**src/rtl/cpu_pkg.sv**
```systemverilog
// cpu_pkg: shared widths, opcode encodings and sequencer states for the execute/writeback block
package cpu_pkg;
  localparam int DATA_W = 8;
  localparam int AREG_W = 3;
  localparam int NREG = 8;
  localparam logic [2:0] OP_ADD = 3'd0;
  localparam logic [2:0] OP_SUB = 3'd1;
  localparam logic [2:0] OP_AND = 3'd2;
  localparam logic [2:0] OP_OR = 3'd3;
  localparam logic [2:0] OP_NOT = 3'd4;
  localparam logic [2:0] OP_XOR = 3'd5;
  localparam logic [2:0] OP_LOADI = 3'd6;
  localparam logic [2:0] OP_NOP = 3'd7;
  typedef enum logic [1:0] {IDLE, EXEC, WB} state_e;
endpackage

```
**src/rtl/alu_exec_ctrl_if.sv**
```systemverilog
// alu_exec_ctrl_if: instruction handshake, ALU drive/return and retire status
interface alu_exec_ctrl_if;
  import cpu_pkg::*;
  logic instr_valid;
  logic instr_ready;
  logic [2:0] instr_op;
  logic [AREG_W-1:0] instr_rd;
  logic [AREG_W-1:0] instr_rs1;
  logic [AREG_W-1:0] instr_rs2;
  logic [DATA_W-1:0] instr_imm;
  logic [2:0] alu_mode;
  logic [DATA_W-1:0] alu_reg1;
  logic [DATA_W-1:0] alu_reg2;
  logic [DATA_W-1:0] alu_out;
  logic done;
  logic flag_z;
  logic flag_n;
  modport slave (
    input instr_valid, instr_op, instr_rd, instr_rs1, instr_rs2, instr_imm, alu_out,
    output instr_ready, alu_mode, alu_reg1, alu_reg2, done, flag_z, flag_n
  );
  modport master (
    output instr_valid, instr_op, instr_rd, instr_rs1, instr_rs2, instr_imm, alu_out,
    input instr_ready, alu_mode, alu_reg1, alu_reg2, done, flag_z, flag_n
  );
endinterface

```
**src/rtl/cpu_regfile.sv**
```systemverilog
// cpu_regfile: NREG x DATA_W register file, two async read ports, debug read, one sync write
module cpu_regfile
  import cpu_pkg::*;
(
  input  logic              clk,
  input  logic              rst_n,
  input  logic              we,
  input  logic [AREG_W-1:0] waddr,
  input  logic [DATA_W-1:0] wdata,
  input  logic [AREG_W-1:0] raddr_a,
  input  logic [AREG_W-1:0] raddr_b,
  input  logic [AREG_W-1:0] dbg_addr,
  output logic [DATA_W-1:0] rdata_a,
  output logic [DATA_W-1:0] rdata_b,
  output logic [DATA_W-1:0] dbg_data
);
  logic [DATA_W-1:0] rf_q [NREG];
  always_ff @(posedge clk or negedge rst_n)
    if (!rst_n) for (int i = 0; i < NREG; i++) rf_q[i] <= '0;
    else if (we) rf_q[waddr] <= wdata;
  assign rdata_a = rf_q[raddr_a];
  assign rdata_b = rf_q[raddr_b];
  assign dbg_data = rf_q[dbg_addr];
endmodule

```
**src/rtl/alu_exec_ctrl.sv**
```systemverilog
// alu_exec_ctrl: non-pipelined IDLE/EXEC/WB sequencer feeding an external ALU and writing
// its result back to the local register file, one instruction per three cycles
module alu_exec_ctrl
  import cpu_pkg::*;
(
  input  logic              clk,
  input  logic              rst_n,
  alu_exec_ctrl_if.slave    bus,
  input  logic [AREG_W-1:0] dbg_addr,
  output logic [DATA_W-1:0] dbg_data
);
  state_e state_q, state_d;
  logic [2:0] op_q, alu_mode_q;
  logic [AREG_W-1:0] rd_q;
  logic [DATA_W-1:0] imm_q, reg1_q, reg2_q, result_q, rd1, rd2;
  logic done_q, z_q, n_q, we, accept;
  assign accept = state_q == IDLE && bus.instr_valid;
  assign we = state_q == WB && op_q != OP_NOP;
  always_comb begin
    state_d = state_q == IDLE ? (bus.instr_valid ? EXEC : IDLE) : state_q == EXEC ? WB : IDLE;
  end
  always_ff @(posedge clk or negedge rst_n)
    if (!rst_n) begin
      state_q <= IDLE;
      op_q <= '0;
      rd_q <= '0;
      imm_q <= '0;
      alu_mode_q <= '0;
      reg1_q <= '0;
      reg2_q <= '0;
      result_q <= '0;
      done_q <= 1'b0;
      z_q <= 1'b0;
      n_q <= 1'b0;
    end else begin
      state_q <= state_d;
      done_q <= state_q == WB;
      if (accept) begin
        op_q <= bus.instr_op;
        rd_q <= bus.instr_rd;
        imm_q <= bus.instr_imm;
        alu_mode_q <= bus.instr_op;
        reg1_q <= rd1;
        reg2_q <= rd2;
      end
      // LOADI bypasses the ALU, which returns 0 for modes 6/7
      if (state_q == EXEC) result_q <= op_q == OP_LOADI ? imm_q : bus.alu_out;
      if (we) begin
        z_q <= result_q == '0;
        n_q <= result_q[DATA_W-1];
      end
    end
  cpu_regfile u_rf (
    .clk(clk), .rst_n(rst_n), .we(we), .waddr(rd_q), .wdata(result_q),
    .raddr_a(bus.instr_rs1), .raddr_b(bus.instr_rs2), .dbg_addr(dbg_addr),
    .rdata_a(rd1), .rdata_b(rd2), .dbg_data(dbg_data)
  );
  assign bus.instr_ready = state_q == IDLE;
  assign bus.alu_mode = alu_mode_q;
  assign bus.alu_reg1 = reg1_q;
  assign bus.alu_reg2 = reg2_q;
  assign bus.done = done_q;
  assign bus.flag_z = z_q;
  assign bus.flag_n = n_q;
endmodule

```
**src/flat_wrapper.sv**
```systemverilog
// flat-port wrapper written by rule: the top's interface ports become plain ports
module alu_exec_ctrl_flat import cpu_pkg::*;
  (clk, rst_n, dbg_addr, dbg_data, bus_instr_valid, bus_instr_op, bus_instr_rd, bus_instr_rs1, bus_instr_rs2, bus_instr_imm, bus_alu_out, bus_instr_ready, bus_alu_mode, bus_alu_reg1, bus_alu_reg2, bus_done, bus_flag_z, bus_flag_n);
  alu_exec_ctrl_if bus_i ();
  input  logic clk;
  input  logic rst_n;
  input  logic [AREG_W-1:0] dbg_addr;
  output logic [DATA_W-1:0] dbg_data;
  input wire logic [$bits(bus_i.instr_valid)-1:0] bus_instr_valid;
  input wire logic [$bits(bus_i.instr_op)-1:0] bus_instr_op;
  input wire logic [$bits(bus_i.instr_rd)-1:0] bus_instr_rd;
  input wire logic [$bits(bus_i.instr_rs1)-1:0] bus_instr_rs1;
  input wire logic [$bits(bus_i.instr_rs2)-1:0] bus_instr_rs2;
  input wire logic [$bits(bus_i.instr_imm)-1:0] bus_instr_imm;
  input wire logic [$bits(bus_i.alu_out)-1:0] bus_alu_out;
  output wire logic [$bits(bus_i.instr_ready)-1:0] bus_instr_ready;
  output wire logic [$bits(bus_i.alu_mode)-1:0] bus_alu_mode;
  output wire logic [$bits(bus_i.alu_reg1)-1:0] bus_alu_reg1;
  output wire logic [$bits(bus_i.alu_reg2)-1:0] bus_alu_reg2;
  output wire logic [$bits(bus_i.done)-1:0] bus_done;
  output wire logic [$bits(bus_i.flag_z)-1:0] bus_flag_z;
  output wire logic [$bits(bus_i.flag_n)-1:0] bus_flag_n;
  assign bus_i.instr_valid = bus_instr_valid;
  assign bus_i.instr_op = bus_instr_op;
  assign bus_i.instr_rd = bus_instr_rd;
  assign bus_i.instr_rs1 = bus_instr_rs1;
  assign bus_i.instr_rs2 = bus_instr_rs2;
  assign bus_i.instr_imm = bus_instr_imm;
  assign bus_i.alu_out = bus_alu_out;
  assign bus_instr_ready = bus_i.instr_ready;
  assign bus_alu_mode = bus_i.alu_mode;
  assign bus_alu_reg1 = bus_i.alu_reg1;
  assign bus_alu_reg2 = bus_i.alu_reg2;
  assign bus_done = bus_i.done;
  assign bus_flag_z = bus_i.flag_z;
  assign bus_flag_n = bus_i.flag_n;
  alu_exec_ctrl u_core (.clk(clk), .rst_n(rst_n), .bus(bus_i), .dbg_addr(dbg_addr), .dbg_data(dbg_data));
endmodule
```
**config.mk**
```make
export PLATFORM = sky130hd
export DESIGN_NAME = alu_exec_ctrl_flat
export DESIGN_NICKNAME = d
export VERILOG_FILES = /design/src/rtl/cpu_pkg.sv /design/src/rtl/alu_exec_ctrl_if.sv /design/src/rtl/cpu_regfile.sv /design/src/rtl/alu_exec_ctrl.sv /design/src/flat_wrapper.sv
export SDC_FILE = /design/constraint.sdc
export NUM_CORES = 1
export LEC_CHECK = 0
export BUFFER_PORTS_ARGS = -buffer_cell sky130_fd_sc_hd__buf_2
export CAP_MARGIN = 20
export CORE_UTILIZATION = 53
export CTS_CLUSTER_SIZE = 8
export DETAILED_ROUTE_END_ITERATION = 10
export GPL_TIMING_DRIVEN = 0
export PLACE_DENSITY = 0.76
export SETUP_SLACK_MARGIN = 0.4
export SYNTH_ARGS = -nofsm -noshare
export SYNTH_HDL_FRONTEND = slang
export SYNTH_SLANG_ARGS = --single-unit
```
**constraint.sdc**
```tcl
create_clock -name clk -period 1.8 [get_ports clk]
set_input_delay 0.27 -clock clk [delete_from_list [all_inputs] [get_ports clk]]
set_output_delay 0.27 -clock clk [all_outputs]
set_load 0.005 [all_outputs]
```
* After elaboration in Yosys (flattened, before gate mapping)
Cells that the tools add are included.
Storage, ports and cells: register bits after elaboration 107, output and inout port bits 31, logic and storage cells 52
Operators by class: mux-type cells 16, equality and inequality tests 4, bitwise logic cells 4, reduce and logical (&&, ||, !) cells 5, $lt $le $gt $ge 5
Operators with widths (number):
- $bmux 8 s3 | 3
- $bwmux 64 | 1
- $mux 8 | 8
- $demux 8 s3 | 1
- $ge 4x4->1 const B | 4
- $not 3->4 | 4
- $logic_not 8->1 | 1
- $lt 4x1->1 const B | 1
- $mux 2 | 2
- $eq 3x3->1 const B | 1
- $logic_and 1x1->1 | 3
- $ne 3x3->1 const B | 1
- $eq 2x1->1 const B | 1
- $eq 2x2->1 const B | 1
- $logic_not 2->1 | 1
- $mux 1 | 1

* Longest topological paths before layout
Gate-level depths: netlist of the first run.
depth after elaboration 6, gate-level depth with buffers 5, gate-level depth less buffers 4

* Hierarchy
A second synthesis of the first run with hierarchy kept.
Unflattened totals: cell total of the unflattened synthesis 356, area, all modules 5930.7 um^2
By module, submodules not included:
- cpu_regfile | sequential area each 1601.5 um^2, area each 4078.9 um^2, times used 1, cells an instance 230
- alu_exec_ctrl | sequential area each 1076.0 um^2, area each 1851.8 um^2, times used 1, cells an instance 126

* Worst setup path before layout of the first run
No wires, ideal clock.
path type input-to-output, from input port dbg_addr[0], to output port dbg_data[0], stages on the path 4, buffers on the path 2, path slack -0.054 ns, data arrival time 1.584 ns, cell sequence buf_2 -> buf_2 -> mux4_2 -> mux2_2
Between the ends: cells in the longest elaborated chain, start to end 4
RTL lines:
- from (decl) | line flat_wrapper.sv:7 | input logic [AREG_W-1:0] dbg_addr;
- $not 3->4 (implied by the code) | line cpu_regfile.sv:23 | assign dbg_data = rf_q[dbg_addr];
- $bmux 8 s3 | line cpu_regfile.sv:23
- $mux 8 (implied by the code) (2 in a row) | line cpu_regfile.sv:23
- to (decl) | line flat_wrapper.sv:8 | output logic [DATA_W-1:0] dbg_data;
No other way between the ends. The select of a mux whose other input is x is not followed.

* Worst setup path in the final report of the first run
from register u_core.u_rf.rf_q[44] in the netlist's numbering, to output port dbg_data[4]
Between the ends: cells in the longest elaborated chain, start to end 3
RTL lines:
- from (decl) | line cpu_regfile.sv:17 | logic [DATA_W-1:0] rf_q [NREG];
- from (signal, indexed assignment) | line cpu_regfile.sv:20 | else if (we) rf_q[waddr] <= wdata;
- $bmux 8 s3 | line cpu_regfile.sv:23
- $mux 8 (implied by the code) (2 in a row) | line cpu_regfile.sv:23
No other way between the ends. The select of a mux whose other input is x is not followed.

==> results.json, run 1 <==
{
  "finalWorstSetupSlack_ps": -214.9,
  "finalSetupViolCount": 8,
  "crit_end": "dbg_data[4]",
  "die_area_mm2": 0.01134,
  "irDropWorstVdd_uv": 789.0,
  "drt_wl_total_mm": 17.44,
  "grt_use_met3": 0.06560,
  "seq_area_frac_synth": 0.4626,
  "outcome": "complete, but fails checks",
  "port_buffers": 59,
  "crit_type": "flip-flop to output pin",
  "fill_cells": 628,
  "ys_ff_latch": 107,
  "netlist_instances": 438,
  "drv_cap": 0,
  "design_area_mm2": 0.007945,
  "hold_viol_final": 0,
  "fin_cells": 720,
  "viasPerCell": 6.200,
  "seq_area_mm2": 0.002679,
  "globalplace.congestion": 0.8415,
  "rsz0062_at_grt": "yes",
  "grt.overflow.total": 0,
  "crit_path_start_kind": "flip-flop",
  "synth_top_area_cell": "dfrtp_1",
  "cts.root.buffer_cell": "clkbuf_8",
  "dpl_cell_area_mm2": 0.006379,
  "initial_core_util": 0.5532,
  "fin_hold_ws_ps": 109.0,
  "ant_nets": 0,
  "grt_pass1_wl_mm": 25.91,
  "std_cell_rows": 37,
  "wl_per_cell_um": 24.22,
  "crit_chain": "mux4_2 > mux2_4 > buf_6",
  "coreArea_mm2": 0.01046,
  "report.final.slew_viol_count": 0,
  "drive_gt1_frac": 0.6045,
  "gr-usage-met2": 0.5181,
  "final_core_util": 0.7594,
  "netlist.area_leader.share": 0.4626,
  "clock_skew_ps": 16.19,
  "power_mw": 10.88,
  "die_x_um": 106.5,
  "diodes": 0,
  "worstReg2RegEnd": "u_core.u_rf.rf_q[16]",
  "crit_family": "multiplexers",
  "synth.distinct_cells": 29,
  "slowest_stage": "mux4_2",
  "vias": 4464,
  "r2r_slack_ps": 10,
  "grt_start_max_net_pins": 57,
  "avgSynthCellArea_um2": 13.21,
  "grt-busiest-layer": "met2",
  "hold_path.class": "primary input to flip-flop",
  "ys_top_cells_by_area": "dfrtp_1 46%, mux2_2 18%, mux2i_1 6.9%",
  "path_clk_slew_ps": 110,
  "synthFlopType": "dfrtp_1",
  "period_share": 1.119,
  "multi_input_area_mm2": 0.003456,
  "path_buf_inv": 1,
  "cpPeakStageDelay_ps": 530,
  "grt_pass1_vias": 4627,
  "yosysWarningCount": 0,
  "tightest_slew_ps": 710.1,
  "insertion_delay_ps": 380,
  "power.leakage_nw": 3.908,
  "dp_hpwl_mm": 10.04,
  "numPlacedInstances": 634,
  "tritoncts": "yes",
  "nets": 613,
  "cts_buffer_depth": 2,
  "synthArstFlopShare": 1.000,
  "timing.rr.start": "u_core.state_q[0]",
  "antenna_found_initial": 0,
  "ios": 65,
  "drt_iter0_drc": 392,
  "worstSetupPathDepth": 3,
  "drcViolationCount": 0,
  "dr.pass1.iters": 7,
  "max_freq_mhz": 496.3,
  "cp_max_fo": 2,
  "worst_setup_path_end_kind": "output pin",
  "relSlewSlack": 0.5249,
  "startpoint": "u_core.u_rf.rf_q[44]",
  "r2r_cells": 4,
  "arrival_ps": 1740,
  "synth_nets": 472,
  "cellPowerDensity_mw_per_mm2": 1369,
  "worstPathRequired_ps": 1530,
  "min_period_ps": 2015,
  "die_y_um": 106.5,
  "numCtsBuffers": 9,
  "areaGrowthSynthToFinish_pct": 37.27,
  "htreeDepth": 3,
  "grtUsageMet1": 0.3975,
  "synth_edf_count": 0,
  "violations": "setup timing",
  "grt_usage": 0.3077,
  "syn_area_mm2": 0.005788,
  "cts.sinks": 107
}
## what timing repair did
action                                  in CTS  in global routing
endpoints found under the setup margin     104                110
buffers inserted                            47                 17
cloned                                       5                  0
resized for setup                          126                 50
hold buffers                                 1                  0
pin swaps                                   25                  9
hold endpoints to repair                    51                  0
## registers in the layout (all words and copies together), names as in the netlist
register / count
u_core.bus.alu_reg1: 8
u_core.bus.alu_reg2: 8
u_core.bus.done: 1
u_core.bus.flag_n: 1
u_core.bus.flag_z: 1
u_core.imm_q: 8
u_core.op_q: 3
u_core.rd_q: 3
u_core.result_q: 8
u_core.state_q: 2
u_core.u_rf.rf_q: 64
## placed cells by master (no fill, tap or decap), types with 11 or more instances in the layout
cell,instances
dfrtp_1,106
mux2_4,77
buf_2,60
buf_4,51
mux2_2,41
mux2i_1,40
buf_6,20
mux4_2,16
a22o_1,16
o22ai_1,16
o31ai_4,15
nand2_1,13
nand2_4,12
clkbuf_8,11
## per-stage QoR
stage	worst slack, ps	setup TNS (ps)
after floorplan	48.25	0
after global placement	-667.1	-73370
after detailed placement	-244.3	-3692
after CTS	-192.6	-1297
after global routing	-242.1	-1802
final	-214.9	-1427
## layout make-up
type / count / share of cell area
Timing Repair Buffer: 130 / 0.1320
Buffer: 38 / 0.04709
Clock buffer: 11 / 0.01906
Inverter: 4 / 0.002992
Multi-Input combinational cell: 289 / 0.4350
Tap cell: 136 / 0.02142
Clock inverter: 5 / 0.005354
Sequential cell: 107 / 0.3372
## synth_stat cells (3+ instances only)
| master | n |
|---|---|
| dfrtp_1 | 107 |
| mux2_4 | 24 |
| clkbuf_1 | 12 |
| nand2b_1 | 4 |
| buf_2 | 12 |
| nor2b_1 | 3 |
| mux2i_1 | 40 |
| mux2_2 | 94 |
| o22ai_1 | 16 |
| a22o_1 | 16 |
| clkbuf_2 | 3 |
| o31ai_1 | 16 |
| o21ai_0 | 11 |
| nor2_1 | 4 |
| mux4_2 | 16 |
| inv_1 | 4 |
| nand2_1 | 29 |
| buf_6 | 3 |
| buf_1 | 8 |
## report_power, final
group	switching (mW)	internal, mW
logic	2.23	3.15
clock network	0.869	0.598
registers	0.736	3.30
## kinds of logic after synthesis
logic type | count (synthesis) | synth area share
buffers and inverters | 42 | 0.03437
AO/OA/AOI/OAI | 59 | 0.07177
multiplexers | 174 | 0.3766
flip-flops | 107 | 0.4626
AND/OR/NAND/NOR | 56 | 0.05469
## worst min path at each step
stage / start / to / slack [ps] / cells past startpoint
after global placement: u_core.bus.alu_reg2[0] / u_core.bus.alu_reg2[0] / 460 / 2
after global routing: bus_instr_rd[1] / u_core.rd_q[1] / 110 / 2
final: bus_instr_rd[2] / u_core.rd_q[2] / 110 / 2
after CTS: bus_instr_rd[2] / u_core.rd_q[2] / 110 / 2
after detailed placement: rst_n / u_core.op_q[1] / 350 / 1
after floorplan: rst_n / u_core.bus.alu_reg1[0] / -30 / 0
## metal layers
layer / share of wire / vias to the layer above / wire length (µm)
met5: 0 / - / 0
met4: 0.029 / 0 / 503
met3: 0.067 / 46 / 1172
met2: 0.50 / 207 / 8772
met1: 0.40 / 2283 / 6992
li1: - / 1928 / -
No activity file was read; power rests on OpenSTA's default activity.
==> inputs of run 2 (changes only) <==
--- a/config.mk
+++ b/config.mk
@@ -7,6 +7,7 @@
 export LEC_CHECK = 0
 export BUFFER_PORTS_ARGS = -buffer_cell sky130_fd_sc_hd__buf_2
 export CAP_MARGIN = 20
+export CORE_ASPECT_RATIO = 0.5
 export CORE_UTILIZATION = 53
 export CTS_CLUSTER_SIZE = 8
 export DETAILED_ROUTE_END_ITERATION = 10
==> run 2 against run 1 <==
Net effect:
- the flow still finishes with violations (setup timing)
- fmax grew 2.2%
- global-route usage grew 2.7 points
- worst setup slack gained 43 ps
- flip-flop and latch count unchanged
- clock skew down 10 ps
- clock power increased by 35%
- cell area grew 5.1%
- wire length up 12%
- core utilization up 4.3 points
- critical path depth stayed put
- non-clock buffer count up 20
- largest cell class unchanged
==> results.json, run 2 (same netlist as run 1, synthesis figures left out) <==
{
  "hold_viol_final": 0,
  "wl_met3_mm": 1.725,
  "drt_iter0_drc": 463,
  "drcViolationCount": 0,
  "die_x_um": 149.8,
  "power_mw": 11.90,
  "outcome": "complete, but fails checks",
  "place_ws_ps": -265.8,
  "hold_path.class": "primary input to flip-flop",
  "period_share": 1.095,
  "grt_pass1_vias": 4625,
  "fin_hold_ws_ps": 140.6,
  "fill_cells": 538,
  "power.leakage_nw": 4.126,
  "slowest_stage": "mux4_2",
  "std_cell_rows": 26,
  "relSlewSlack": 0.5172,
  "irDropWorstVdd_uv": 701.9,
  "worstPathRequired_ps": 1530,
  "min_period_ps": 1971,
  "coreArea_mm2": 0.01041,
  "clock_skew_ps": 5.950,
  "antenna_found_initial": 0,
  "areaGrowthSynthToFinish_pct": 44.29,
  "cp_max_fo": 4,
  "tightest_slew_ps": 721.6,
  "drt_wl_total_mm": 19.58,
  "die_y_um": 75.90,
  "htreeDepth": 3,
  "port_buffers": 59,
  "crit_path_start_kind": "flip-flop",
  "largest-register": "u_core.u_rf.rf_q",
  "dr.pass1.iters": 7,
  "grt_usage": 0.3348,
  "cpPeakStageDelay_ps": 520,
  "violations": "setup timing",
  "ios": 65,
  "rsz0062_at_grt": "yes",
  "worst_setup_path_end_kind": "output pin",
  "crit_type": "flip-flop to output pin",
  "max_freq_mhz": 507.2,
  "cellPowerDensity_mw_per_mm2": 1425,
  "cts_buffer_depth": 2,
  "path_buf_inv": 1,
  "report.final.slew_viol_count": 0,
  "finalSetupViolCount": 16,
  "vias": 4742,
  "grt_start_max_net_pins": 68,
  "dpl_cell_area_mm2": 0.006384,
  "wl_met2_mm": 9.260,
  "drt-met1-wl_mm": 7.935,
  "wl_per_cell_um": 26.31,
  "finalWorstSetupSlack_ps": -171.5,
  "drive_gt1_frac": 0.6325,
  "cts.sinks": 107,
  "viasPerCell": 6.374,
  "arrival_ps": 1700,
  "insertion_delay_ps": 360,
  "nets": 633,
  "crit_family": "multiplexers",
  "crit_chain": "mux4_2 > mux2_4 > buf_6",
  "finalSetupTns_ps": -1372,
  "drv_cap": 0,
  "cts.root.buffer_cell": "clkbuf_16",
  "initial_core_util": 0.5560,
  "ant_nets": 0,
  "dp_hpwl_mm": 9.962,
  "tritoncts": "yes",
  "final_cell_mix": "105 x dfrtp_1, 83 x mux2_4, 62 x buf_4, 57 x buf_2, 38 x mux2i_1",
  "path_clk_slew_ps": 70,
  "numCtsBuffers": 9,
  "design_area_mm2": 0.008352,
  "grt_pass1_wl_mm": 27.10,
  "diodes": 0,
  "mostFrequentLayoutCell": "dfrtp_1",
  "die_area_mm2": 0.01137,
  "largest_reg_flops": 64,
  "routed.top_layer": "met4",
  "globalplace.congestion": 0.8265,
  "grt.overflow.total": 0
}
==> run 2: cell count changes in the layout (fill, tap and decap cells not counted), sizes merged <==
cell,before,now
clkinv,1,3
buf,148,168
inv,6,3
clkbuf,30,32
clkinvlp,2,1
==> run 2: path summary, 6_finish.rpt <==
kind	startpoint	to	slack, ps	cells past startpoint
worst max-delay path	u_core.u_rf.rf_q[6]	dbg_data[6]	-170	3
worst min-delay path	bus_instr_op[2]	u_core.op_q[2]	140	2
worst max register to register	u_core.op_q[0]	u_core.u_rf.rf_q[3]	-40	5
worst min register to register	u_core.bus.alu_reg1[4]	u_core.bus.alu_reg1[4]	510	2
max in group asynchronous	rst_n	u_core.bus.alu_reg1[5]	640	3
min in group asynchronous	rst_n	u_core.op_q[2]	440	2
==> run 2: power breakdown <==
part | internal [mW] | total, mW | switching [mW]
Combinational | 3.39 | 5.82 | 2.43
Clock | 1.06 | 1.98 | 0.926
Sequential | 3.31 | 4.10 | 0.793
Total | 7.75 | 11.9 | 4.15
==> run 2: cell type report <==
cell class | instances | area [µm²] | share of cell area
clock buffers | 13 | 270.3 | 0.03236
flip-flops and latches | 107 | 2680 | 0.3209
plain buffers | 38 | 379.1 | 0.04539
clock inverters | 3 | 21.27 | 0.002547
repair buffers | 150 | 1272 | 0.1524
multi-input cells | 289 | 3528 | 0.4225
inverters | 4 | 25.02 | 0.002996
well taps | 140 | 175.2 | 0.02097
==> run 2: layer usage <==
metal	GRT usage	vias to the layer above
met5	0	-
met2	0.5556	297
li1	-	1959
met3	0.07066	73
met4	0.1201	0
met1	0.4459	2413
==> run 2: metrics by stage <==
stage / utilization / instances
6_report: 0.8023 / 744
3_3_place_gp: 0.6103 / 637
5_1_grt: 0.8023 / 744
2_1_floorplan: - / 438
4_1_cts: 0.7572 / 720
3_5_place_dp: 0.6132 / 638
==> run 2: what timing repair did <==
action,in CTS,in global routing
setup endpoints to repair,103,114
endpoints found under the hold margin,40,0
pin swaps,22,14
cloned,5,0
hold buffers,1,0
gates resized for setup,137,78
setup buffers,60,24
==> inputs of run 3 (changes only) <==
--- a/config.mk
+++ b/config.mk
@@ -13,6 +13,7 @@
 export DETAILED_ROUTE_END_ITERATION = 10
 export GPL_TIMING_DRIVEN = 0
 export PLACE_DENSITY = 0.76
+export RECOVER_POWER = 100
 export SETUP_SLACK_MARGIN = 0.4
 export SYNTH_ARGS = -nofsm -noshare
 export SYNTH_HDL_FRONTEND = slang
==> run 3 against run 2 <==
Net effect:
- the run still ends with setup timing left
- wire length fell by 0.58%
- power fell by 2.4%
- non-clock buffer count did not move
- clock skew barely moved
- worst setup slack improved by 0.74 ps
- register-to-register slack got worse by 40 ps
- critical path type unchanged
- critical endpoint unchanged
- largest cell class unchanged
- largest power group unchanged
==> results.json, run 3 (same netlist as run 1, synthesis figures left out) <==
{
  "grt_pass1_vias": 4625,
  "rsz0062_at_grt": "yes",
  "crit_chain": "mux4_2 > mux2_4 > buf_6",
  "r2r_cells": 5,
  "drv_cap": 0,
  "p_comb_frac": 0.478,
  "hold_start": "bus_instr_op[2]",
  "worstReg2RegEnd": "u_core.u_rf.rf_q[10]",
  "final_core_util": 0.7697,
  "coreArea_mm2": 0.01041,
  "grt_start_max_net_pins": 68,
  "port_buffers": 59,
  "clock_skew_ps": 5.962,
  "grt.overflow.total": 0,
  "ant_nets": 0,
  "finalSetupTns_ps": -2612,
  "finalSetupViolCount": 37,
  "swShare": 0.3520,
  "period_share": 1.095,
  "drt_iter0_drc": 441,
  "wl_per_cell_um": 26.16,
  "ios": 65,
  "worst_setup_path_end_kind": "output pin",
  "path_buf_inv": 1,
  "irDropWorstVdd_uv": 693.6,
  "drive_gt1_frac": 0.5811,
  "drcViolationCount": 0,
  "antenna_found_initial": 0,
  "max_freq_mhz": 507.4,
  "crit_family": "multiplexers",
  "globalplace.congestion": 0.8265,
  "diodes": 0,
  "timing.rr.start": "u_core.state_q[0]",
  "die_area_mm2": 0.01137,
  "cp_max_fo": 4,
  "insertion_delay_ps": 360,
  "arrival_ps": 1700,
  "r2r_slack_ps": -80,
  "final_cell_mix": "105 x dfrtp_1, 76 x mux2_4, 62 x buf_4, 46 x buf_2, 38 x mux2i_1",
  "std_cell_rows": 26,
  "multi_input_area_mm2": 0.003480,
  "tightest_slew_ps": 1028,
  "hold_path.class": "primary input to flip-flop",
  "largest_reg_flops": 64,
  "crit_path_start_kind": "flip-flop",
  "outcome": "complete, but fails checks",
  "grt_usage": 0.3348,
  "seq_area_mm2": 0.002680,
  "intPower_mw": 7.530,
  "whs_path_depth": 2,
  "min_period_ps": 1971,
  "path_clk_slew_ps": 70,
  "violations": "setup timing",
  "viasPerCell": 6.407,
  "tritoncts": "yes",
  "crit_type": "flip-flop to output pin",
  "die_x_um": 149.8,
  "finalWorstSetupSlack_ps": -170.7,
  "power.net_switching_mw": 4.090,
  "p_clk_frac": 0.170,
  "htreeDepth": 3,
  "slowest_stage": "mux4_2",
  "hold_viol_final": 0,
  "report.final.slew_viol_count": 0,
  "dr.pass1.iters": 7,
  "power.leakage_nw": 3.908,
  "vias": 4767,
  "sequentialPowerShare": 0.352,
  "die_y_um": 75.90,
  "fill_cells": 602,
  "cpPeakStageDelay_ps": 530,
  "largest-register": "u_core.u_rf.rf_q",
  "relSlewSlack": 0.3145,
  "initial_core_util": 0.5560,
  "worstPathRequired_ps": 1530,
  "numCtsBuffers": 9,
  "cts_buffer_depth": 2,
  "nets": 633,
  "fin_hold_ws_ps": 118.2,
  "cts.sinks": 107,
  "drt_wl_total_mm": 19.47,
  "areaGrowthSynthToFinish_pct": 38.43,
  "mostFrequentLayoutCell": "dfrtp_1",
  "grt_pass1_wl_mm": 27.10,
  "min_to": "u_core.op_q[2]",
  "cts.root.buffer_cell": "clkbuf_16",
  "cellPowerDensity_mw_per_mm2": 1450,
  "dp_hpwl_mm": 9.962
}
==> run 3: cell count changes in the layout (fill, tap and decap cells not counted), sizes merged <==
cell and delta:
buf -24, clkbuf +23, clkdlybuf4s15 +1
==> run 3: worst reg2reg max path: stages (launching register included) <==
cell	delay, ps
dfrtp_1	410
nand2b_1	270
buf_6	190
nor4_4	250
buf_4	300
mux2_4	340
==> run 3: routing by layer <==
layer  vias up  track usage  wire length [µm]
met5         -            0                 0
met4         0       0.1201               588
met3        68      0.07066              1795
met2       300       0.5556              9326
met1      2436       0.4459              7755
li1       1963            -                 -
==> run 3: timing repair <==
action,CTS,global route
hold endpoints to repair,40,0
hold buffers,1,0
gates resized for setup,137,78
gates cloned,5,0
endpoints found under the setup margin,103,114
pin swaps,22,14
setup buffers,60,24
==> run 3: power groups by stage <==
stage | clock, mW | combinational [mW] | sequential (mW)
global placement | 0 | 3.16 | 4.07
finish | 1.97 | 5.56 | 4.09
detailed placement | 0 | 3.28 | 4.12
global route | 2.06 | 5.82 | 4.16
floorplan | 0 | 2.42 | 3.89
CTS | 1.94 | 4.87 | 3.96
==> run 3: per-stage QoR <==
stage	instances	setup slack [ps]	instance area [µm²]	power, mW
2_1_floorplan	438	48.25	5883	6.307
3_3_place_gp	637	-706.4	6354	7.228
3_5_place_dp	638	-265.8	6384	7.394
4_1_cts	720	-144.2	7883	10.77
5_1_grt	744	-218.3	8013	12.04
6_report	744	-170.7	8013	11.62
==> run 3: worst max-delay path by stage <==
stage          slack (ps)           startpoint  cells past startpoint                   end
2_1_floorplan          50       u_core.op_q[2]                      5   u_core.u_rf.rf_q[0]
3_3_place_gp         -710                rst_n                      1  u_core.u_rf.rf_q[30]
3_5_place_dp         -270       u_core.op_q[2]                      4  u_core.u_rf.rf_q[10]
4_1_cts              -140  u_core.u_rf.rf_q[6]                      3           dbg_data[6]
5_1_grt              -220    u_core.state_q[1]                      6    u_core.result_q[5]
6_report             -170  u_core.u_rf.rf_q[6]                      3           dbg_data[6]
==> run 3: final cells by class <==
cell class / instances / area share
Multi-Input combinational cell: 289 / 0.4343
Sequential cell: 107 / 0.3345
Clock inverter: 3 / 0.002655
Tap cell: 140 / 0.02186
Inverter: 4 / 0.003123
Timing Repair Buffer: 150 / 0.1343
Buffer: 38 / 0.03560
Clock buffer: 13 / 0.03373
